## src/rtl/uart_rx_digito_if.sv

```systemverilog
// uart_rx_digito_if: serial line in, received byte, digit value and status pulses out
interface uart_rx_digito_if;
  logic       rx_in;
  logic [7:0] data_out;
  logic       data_valid;
  logic       frame_error;
  logic       busy;
  logic [7:0] digito;
  modport master (output rx_in, input data_out, data_valid, frame_error, busy, digito);
  modport slave  (input rx_in, output data_out, data_valid, frame_error, busy, digito);
endinterface

```

## src/rtl/uart_rx_digito.sv

```systemverilog
// uart_rx_digito: 8N1 UART receiver mapping ASCII '0'-'9' to a held display digit
module uart_rx_digito #(
  parameter int CLKS_PER_BIT = 5208
) (
  input  logic           clk,
  input  logic           rst,
  uart_rx_digito_if.slave bus
);
  typedef enum logic [2:0] {IDLE, START, DATA, STOP, WAIT_HIGH} state_t;
  localparam int CW = CLKS_PER_BIT > 1 ? $clog2(CLKS_PER_BIT) : 1;
  localparam logic [CW-1:0] LAST = CW'(CLKS_PER_BIT - 1);
  localparam logic [CW-1:0] MID  = CW'(CLKS_PER_BIT / 2 - 1);
  state_t state, state_n;
  logic rx_m, rx_s, rx_d;
  logic [CW-1:0] cnt, cnt_n;
  logic [2:0] bit_idx, bit_idx_n;
  logic [7:0] sr, sr_n, data_n, digito_n;
  logic done, done_n, stop_ok, stop_ok_n, valid_n, ferr_n;
  always_comb begin
    state_n   = state;
    cnt_n     = cnt + 1'b1;
    bit_idx_n = bit_idx;
    sr_n      = sr;
    done_n    = done;
    stop_ok_n = stop_ok;
    valid_n   = 1'b0;
    ferr_n    = 1'b0;
    data_n    = bus.data_out;
    digito_n  = bus.digito;
    case (state)
      IDLE: begin
        cnt_n  = '0;
        done_n = 1'b0;
        state_n = (rx_d && !rx_s) ? START : IDLE;
      end
      START: if (cnt == MID) begin
        cnt_n     = '0;
        bit_idx_n = '0;
        state_n   = rx_s ? IDLE : DATA;
      end
      DATA: if (cnt == LAST) begin
        cnt_n     = '0;
        sr_n      = {rx_s, sr[7:1]};
        bit_idx_n = bit_idx + 3'd1;
        state_n   = (bit_idx == 3'd7) ? STOP : DATA;
      end
      STOP: if (done) begin
        // outputs commit one cycle after the stop sample
        cnt_n    = '0;
        done_n   = 1'b0;
        valid_n  = stop_ok;
        ferr_n   = !stop_ok;
        state_n  = stop_ok ? IDLE : WAIT_HIGH;
        data_n   = stop_ok ? sr : bus.data_out;
        digito_n = !stop_ok ? bus.digito : (sr >= 8'h30 && sr <= 8'h39) ? sr - 8'h30 : 8'hFF;
      end else if (cnt == LAST) begin
        cnt_n     = '0;
        done_n    = 1'b1;
        stop_ok_n = rx_s;
      end
      WAIT_HIGH: begin
        cnt_n   = '0;
        state_n = rx_s ? IDLE : WAIT_HIGH;
      end
      default: state_n = WAIT_HIGH;
    endcase
  end
  always_ff @(posedge clk) begin
    rx_m <= bus.rx_in;
    rx_s <= rx_m;
    rx_d <= rx_s;
    if (rst) begin
      rx_m            <= 1'b1;
      rx_s            <= 1'b1;
      rx_d            <= 1'b1;
      state           <= WAIT_HIGH;
      cnt             <= '0;
      bit_idx         <= '0;
      sr              <= '0;
      done            <= 1'b0;
      stop_ok         <= 1'b0;
      bus.data_out    <= '0;
      bus.digito      <= '0;
      bus.data_valid  <= 1'b0;
      bus.frame_error <= 1'b0;
      bus.busy        <= 1'b0;
    end else begin
      state           <= state_n;
      cnt             <= cnt_n;
      bit_idx         <= bit_idx_n;
      sr              <= sr_n;
      done            <= done_n;
      stop_ok         <= stop_ok_n;
      bus.data_out    <= data_n;
      bus.digito      <= digito_n;
      bus.data_valid  <= valid_n;
      bus.frame_error <= ferr_n;
      bus.busy        <= state_n != IDLE;
    end
  end
endmodule

```

## src/flat_wrapper.sv

```systemverilog
// flat-port wrapper written by rule: the top's interface ports become plain ports
module uart_rx_digito_flat 
#(
  parameter int CLKS_PER_BIT = 5208
)
  (clk, rst, bus_rx_in, bus_data_out, bus_data_valid, bus_frame_error, bus_busy, bus_digito);
  uart_rx_digito_if bus_i ();
  input  logic clk;
  input  logic rst;
  input wire logic [$bits(bus_i.rx_in)-1:0] bus_rx_in;
  output wire logic [$bits(bus_i.data_out)-1:0] bus_data_out;
  output wire logic [$bits(bus_i.data_valid)-1:0] bus_data_valid;
  output wire logic [$bits(bus_i.frame_error)-1:0] bus_frame_error;
  output wire logic [$bits(bus_i.busy)-1:0] bus_busy;
  output wire logic [$bits(bus_i.digito)-1:0] bus_digito;
  assign bus_i.rx_in = bus_rx_in;
  assign bus_data_out = bus_i.data_out;
  assign bus_data_valid = bus_i.data_valid;
  assign bus_frame_error = bus_i.frame_error;
  assign bus_busy = bus_i.busy;
  assign bus_digito = bus_i.digito;
  uart_rx_digito #(.CLKS_PER_BIT(CLKS_PER_BIT)) u_core (.clk(clk), .rst(rst), .bus(bus_i));
endmodule
```

## config.mk

```make
export PLATFORM = sky130hd
export DESIGN_NAME = uart_rx_digito_flat
export DESIGN_NICKNAME = d
export VERILOG_FILES = /design/src/rtl/uart_rx_digito_if.sv /design/src/rtl/uart_rx_digito.sv /design/src/flat_wrapper.sv
export SDC_FILE = /design/constraint.sdc
export NUM_CORES = 1
export LEC_CHECK = 0
export BUFFER_PORTS_ARGS = -buffer_cell sky130_fd_sc_hd__clkbuf_2
export CAP_MARGIN = 15
export CORE_UTILIZATION = 52
export CTS_CLUSTER_DIAMETER = 200
export DETAILED_ROUTE_END_ITERATION = 8
export PLACE_DENSITY = 0.74
export SLEW_MARGIN = 15
export SYNTH_ARGS = -nofsm -noshare
export SYNTH_HDL_FRONTEND = slang
export SYNTH_SLANG_ARGS = --single-unit
```

## constraint.sdc

```tcl
create_clock -name clk -period 1.6 [get_ports clk]
set_input_delay 0.16 -clock clk [delete_from_list [all_inputs] [get_ports clk]]
set_output_delay 0.16 -clock clk [all_outputs]
set_load 0.02 [all_outputs]
```

==> results.toml, run 1 <==
[synthesis]
netlist_area_um2 = 2192
ys_ff_latch = 51
synth-seq-area-share = 0.4658
yosys_warnings = 0
syn_inst = 235
synth_nets = 242
syn_area_per_cell_um2 = 9.328
synth.distinct_cells = 48

[floorplanning]
ios = 22
rows = 23
dieWidth_um = 66.93
core_area_um2 = 4029
start_util = 0.5441
dieArea_um2 = 4479
die_h_um = 66.93

[sta]
slew_headroom = 0.7814
fin_crit_ns = 1.582
fin_setup_tns_ns = 0
slew_viol_final = 0
min_period_over_period = 0.9888
finalSetupViolations = 0
hold_viol_final = 0
worst_pin_slew_ns = 0.3266
skew_ns = 0.009520
max_clock_freq_ghz = 0.6321
rsz0062_at_grt = "yes"

[critical_path]
worst_ep_required_time_ns = 1.80
path_max_fanout = 3
path_delay_family = "simple AND/OR/NAND/NOR gates"
crit_arrival_ns = 1.78
crit_path_cell_trace = "ha_4 > nor3b_4 > nand4_2 > a21oi_1 > a21oi_2 > or3_1"
critPathSlowestCell = "dfxtp_2"
worstSetupPathType = "flop to flop"
cp_num_buf_inv = 0
cp-end-kind = "flop"
worstSetupStartpointType = "flop"
cpPeakStageDelay_ns = 0.36

[pwr]
swShare = 0.2193
ir_worst_vdd_v = 0.0005306
clkPwrFrac = 0.369
p_comb_frac = 0.026
p_int_mw = 1.650
power.switching_mw = 0.4636
power_density_nw_per_um2 = 818.1
leakage_nw = 1.022
p_seq_frac = 0.605

[flow_run]
max_cap_violations = 0

[global_routing]
overflow = 0
antenna_found_initial = 0
grt_pass1_wl_mm = 7.182
grt.total_usage = 0.2139
grt_pass1_vias = 1580
grt_max_degree = 17

[clock_network]
cts_made_buffers = 5
clk_pin_slew_worst_paths_ns = 0.09
cts_tree = "done"
clock-root-buffer = "clkbuf_8"
cts_setup_buffers = 0
insertion_delay_ns = 0.31
clk_path_buf_depth = 2
htree_levels = 2
cts_sinks = 51

[layout]
fin_util = 0.6413
n_antenna_cell = 0
fill_cells = 372
synthToLayoutAreaGrowth_pct = 17.87
drive_gt1_frac = 0.2674
final_nets = 279
design_area_um2 = 2584
finalNonFillerCells = 323

[status]
run_status = "complete, no violations"

[placement]
placed_area_um2 = 2451
hpwlAfterDp_mm = 2.949
dpl.cell_count = 315
io_buffers = 21
gp_congestion = 0.8023

[detailed_routing]
dr.pass1.iters = 4
via_per_inst = 5.291
remaining_drc_errors = 0
via_count = 1709
drt-wirelength-per-cell_um = 12.89
drt_first_iter_violations = 109
drt-total-wl_mm = 4.164
ant_nets = 0

[min_path]
hold_path.class = "input pin to flop"
[placed cells by master, fill, tap and decap left out, drive strengths merged, types with 2 or more instances in the layout]
cell type	n
dfxtp	51
nor2	36
clkbuf	27
nand2	21
buf	20
nand3	15
a21oi	13
mux2i	12
o21ai	8
inv	7
xor2	7
xnor2	5
nor2b	4
o221a	4
nand4	4
ha	4
nor3b	4
nor3	3
and3	3
and4bb	3
or2	2
a31oi	2
nand2b	2
[power by group through the flow]
stage          Combinational, mW  Clock (mW)  Sequential (mW)
3_5_place_dp              0.0527           0             1.31
4_1_cts                   0.0537       0.802             1.28
3_3_place_gp              0.0518           0             1.31
2_1_floorplan             0.0363           0             1.31
5_1_grt                   0.0616       0.842             1.28
6_report                  0.0554       0.779             1.28
[stage by stage]
| stage | hold slack (ns) | power [mW] | setup slack (ns) |
|---|---|---|---|
| floorplan | 0.2518 | 1.345 | 0.02833 |
| global placement | 0.3458 | 1.361 | -0.005781 |
| detailed placement | 0.3439 | 1.362 | -0.06266 |
| CTS | 0.02067 | 2.135 | 0.005393 |
| global route | 0.04357 | 2.184 | -0.1237 |
| finish | 0.02639 | 2.114 | 0.01796 |
[layout make-up]
| cell class | count | area (um2) | area share |
|---|---|---|---|
| clock buffer | 6 | 82.58 | 0.03196 |
| clock inverter | 2 | 16.27 | 0.006295 |
| inverter | 7 | 26.28 | 0.01017 |
| multi-input combinational | 166 | 1116 | 0.4320 |
| sequential | 51 | 1025 | 0.3966 |
| tap | 50 | 62.56 | 0.02421 |
| timing repair buffer | 41 | 255.2 | 0.09879 |
[routing by layer]
| layer | wire [um] | GRT usage |
|---|---|---|
| met1 | 2081 | 0.2886 |
| met5 | 0 | 0 |
| met3 | 105 | 0.04110 |
| met4 | 62 | 0.09574 |
| met2 | 1914 | 0.3270 |
[synth_stat cells, drive strengths merged]
master   count  share of area
a31oi        2         0.0057
and4b        1         0.0046
nor4         1         0.0029
xor2         7          0.028
dfxtp       51           0.47
or3          1         0.0029
clkbuf       2         0.0034
nor2        36          0.065
nand2b       2         0.0091
nand3       15          0.034
buf          9          0.030
a22oi        1         0.0057
nor3b        4          0.021
or4b         1         0.0046
a21oi       13          0.031
nand4        4          0.014
nand3b       1         0.0034
nor4b        1         0.0040
inv          7          0.012
a31o         1         0.0040
xnor2        5          0.020
nor2b        4          0.011
or2          2         0.0057
and3b        1         0.0040
a311oi       1         0.0040
and4bb       3          0.017
and2         1         0.0029
and2b        1         0.0034
and4         1         0.0040
and3         3         0.0086
o21ai        8          0.018
ha           4          0.023
o221a        4          0.021
nor3         3         0.0068
mux2i       12          0.055
o2bb2ai      1         0.0040
nand2       21          0.039
[what timing repair did]
action	in CTS	in global routing
setup endpoints to repair	14	31
hold buffers	0	0
gates cloned	0	0
resized for setup	2	6
pin swaps	1	4
[logic make-up after synthesis]
group | count (synthesis) | share of synthesized area
buffers and inverters | 18 | 0.04566
multiplexers | 12 | 0.05480
AO/OA/AOI/OAI | 31 | 0.09361
flip-flops | 51 | 0.4658
XOR/XNOR | 12 | 0.04794
adder cells (fa/ha/maj) | 4 | 0.02283
AND/OR/NAND/NOR | 107 | 0.2694
[sequential cells by signal (all words and copies together) (netlist names), 3 cells and up]
register             count
u_core.cnt              13
u_core.bus.data_out      8
u_core.bus.digito        8
u_core.sr                8
u_core.bit_idx           3
u_core.state             3
[path summary, 6_finish.rpt]
path	start	end	slack (ns)	depth (start not counted)
setup reg to reg	u_core.cnt[0]	u_core.bus.busy	0.02	6
hold / removal	bus_rx_in	u_core.rx_m	0.03	2
hold reg to reg	u_core.rx_m	u_core.rx_s	0.41	1
setup / recovery	u_core.cnt[0]	u_core.bus.busy	0.02	6
(Power assumes the default switching activity.)
==> run 2, diff against run 1 <==
--- a/config.mk
+++ b/config.mk
@@ -5,6 +5,7 @@
 export SDC_FILE = /design/constraint.sdc
 export NUM_CORES = 1
 export LEC_CHECK = 0
+export ABC_AREA = 1
 export BUFFER_PORTS_ARGS = -buffer_cell sky130_fd_sc_hd__clkbuf_2
 export CAP_MARGIN = 15
 export CORE_UTILIZATION = 52
==> results.toml, run 2 <==
[synthesis]
synth_ff_type = "dfxtp_1"
synthSimpleGateAreaFrac = 0.2894
synth_top_family_by_area = "simple AND/OR/NAND/NOR gates"
ys_async_sr_fraction = 0
synth_compound_area_frac = 0.1221
synthAdderAreaFrac = 0.02172
synth.distinct_cells = 32
synth_common_cells = "nand2_1, dfxtp_1, inv_1, nor2_1, o21ai_0"
synth_top_cell_by_area = "dfxtp_1"
syn_area_per_cell_um2 = 7.411
synth_nets = 318
netlist_area_um2 = 2305
syn_inst = 311
yosys_warnings = 0
synth_xor_area_frac = 0.02280
netlist.area_leader.share = 0.4430
synthTopCellsByArea = "dfxtp_1, nand2_1, inv_1"
synth_mux_area_frac = 0
yosysMostFrequentCell = "nand2_1"
ys_ff_latch = 51
synth-seq-area-share = 0.4430
synth_edf_count = 0

[floorplanning]
ios = 22
dieArea_um2 = 4703
core_area_um2 = 4115
dieWidth_um = 68.58
rows = 23
die_h_um = 68.58
start_util = 0.5600

[clock_network]
cts_setup_buffers = 0
clk_pin_slew_worst_paths_ns = 0.10
insertion_delay_ns = 0.32
ctsHoldBuffers = 0
cts_made_buffers = 5
post_cts_resized = 0
htree_levels = 2
cts_sinks = 51
clk_path_buf_depth = 2
clock-root-buffer = "clkbuf_8"
cts_tree = "done"

[sta]
fin_crit_ns = 1.500
slew_headroom = 0.7287
whs_ns = 0.02441
worst_pin_slew_ns = 0.4039
slew_viol_final = 0
skew_ns = 0.01330
min_period_over_period = 0.9373
finalSetupViolations = 0
max_clock_freq_ghz = 0.6668
layout_setup_ws_ns = 0.1003
hold_viol_final = 0
fin_setup_tns_ns = 0

[critical_path]
cp_num_buf_inv = 0
path_max_fanout = 3
regToRegSetupSlack_ns = 0.10
critPathSlowestCell = "dfxtp_2"
worstSetupStartpointType = "flop"
worst_ep_required_time_ns = 1.83
cp-end-kind = "flop"
path_delay_family = "simple AND/OR/NAND/NOR gates"
cpPeakStageDelay_ns = 0.36
crit_path_cell_trace = "ha_2 > nand2_2 > nor2_1 > nand3b_1 > o21ai_1 > nand2_1 > nor3_1"
worstSetupPathType = "flop to flop"
crit_arrival_ns = 1.73

[pwr]
p_seq_frac = 0.604
power_density_nw_per_um2 = 815.1
ir_worst_vdd_v = 0.0006520
leakage_nw = 1.091
clkPwrFrac = 0.370
p_comb_frac = 0.026
p_int_mw = 1.617
power.switching_mw = 0.5061
swShare = 0.2384

[global_routing]
antenna_found_initial = 0
grt_pass1_wl_mm = 7.866
grt_max_degree = 33
grt.total_usage = 0.2249
grt_pass1_vias = 1829
overflow = 0

[layout]
drive_gt1_frac = 0.1770
final_cell_mix = "nand2_1, dfxtp_1, inv_1, nor2_1, o21ai_0"
n_antenna_cell = 0
largest_reg_flops = 13
final_common_cell = "nand2_1"
fill_cells = 378
synthToLayoutAreaGrowth_pct = 13.03
design_area_um2 = 2605
finalNonFillerCells = 389
final_nets = 345
largest-register = "u_core.cnt"

[flow_run]
max_cap_violations = 0

[detailed_routing]
drt-wirelength-per-cell_um = 12.15
dr.pass1.iters = 4
via_per_inst = 5.262
remaining_drc_errors = 0
ant_nets = 0
via_count = 2047
drt-total-wl_mm = 4.728
drt_first_iter_violations = 132

[placement]
io_buffers = 21
placed_area_um2 = 2494
gp_congestion = 0.9002
dpl.cell_count = 381
pre_cts_slack_ns = 0.07786
hpwlAfterDp_mm = 3.320

[status]
run_status = "complete, no violations"

[min_path]
hold_path.class = "input pin to flop"
-- run 2: changes by cell type after synthesis, sizes merged, moves of 4 or more --
cell   delta
nor3     +17
xnor2     -4
buf       -5
mux2i    -12
nor3b     -4
nor2b     -4
inv      +38
o221a     -4
nand2    +38
a21oi     +9
o21ai    +20
-- run 2: logic make-up (layout without fill, tap and decap cells) --
group           count (synthesis)  after routing
compound gates                 53             53
xor+xnor                        6              6
fa+ha+maj                       4              4
buf+inv                        54             82
flops                          51             51
simple gates                  143            143
-- run 2: metrics by stage --
stage                     utilization  total power [mW]
after floorplan                     -             1.349
after global placement         0.6060             1.366
after detailed placement       0.6060             1.367
after CTS                      0.6291             2.142
after global routing           0.6330             2.193
final                          0.6330             2.123
-- run 2: path summary, 6_finish.rpt --
kind / start / endpoint / cells past startpoint
worst max register to register: u_core.cnt[0] / u_core.cnt[12] / 7
worst min-delay path: bus_rx_in / u_core.rx_m / 2
worst min register to register: u_core.rx_m / u_core.rx_s / 1
worst max-delay path: u_core.cnt[0] / u_core.cnt[12] / 7
-- run 2: area by class of cell --
class / instances / area, um2 / share of cell area
inverters: 45 / 171.4 / 0.06580
clock inverters: 3 / 26.28 / 0.01009
flip-flops and latches: 51 / 1022 / 0.3924
multi-input cells: 206 / 1064 / 0.4083
repair buffers: 29 / 190.2 / 0.07301
well taps: 50 / 62.56 / 0.02402
clock buffers: 5 / 68.82 / 0.02642
-- run 2: worst register-to-register path: stages, from the launching register on --
cell and delay, ns:
dfxtp_2 0.36, ha_2 0.20, nand2_2 0.08, nor2_1 0.23, nand3b_1 0.18, o21ai_1 0.15, nand2_1 0.06, nor3_1 0.16
-- run 2: power by group through the flow --
stage / combinational (mW) / sequential (mW) / clock (mW)
detailed placement: 0.0551 / 1.31 / 0
global placement: 0.0546 / 1.31 / 0
CTS: 0.0551 / 1.28 / 0.805
global route: 0.0627 / 1.28 / 0.846
finish: 0.0555 / 1.28 / 0.786
floorplan: 0.0376 / 1.31 / 0
-- run 2: layer usage --
layer  up-vias  global-route usage  part of all wire
met3         7             0.03783             0.039
li1       1055                   -                 -
met4         0              0.1068             0.015
met1       942              0.2846              0.49
met5         -                   0                 0
met2        43              0.3701              0.46
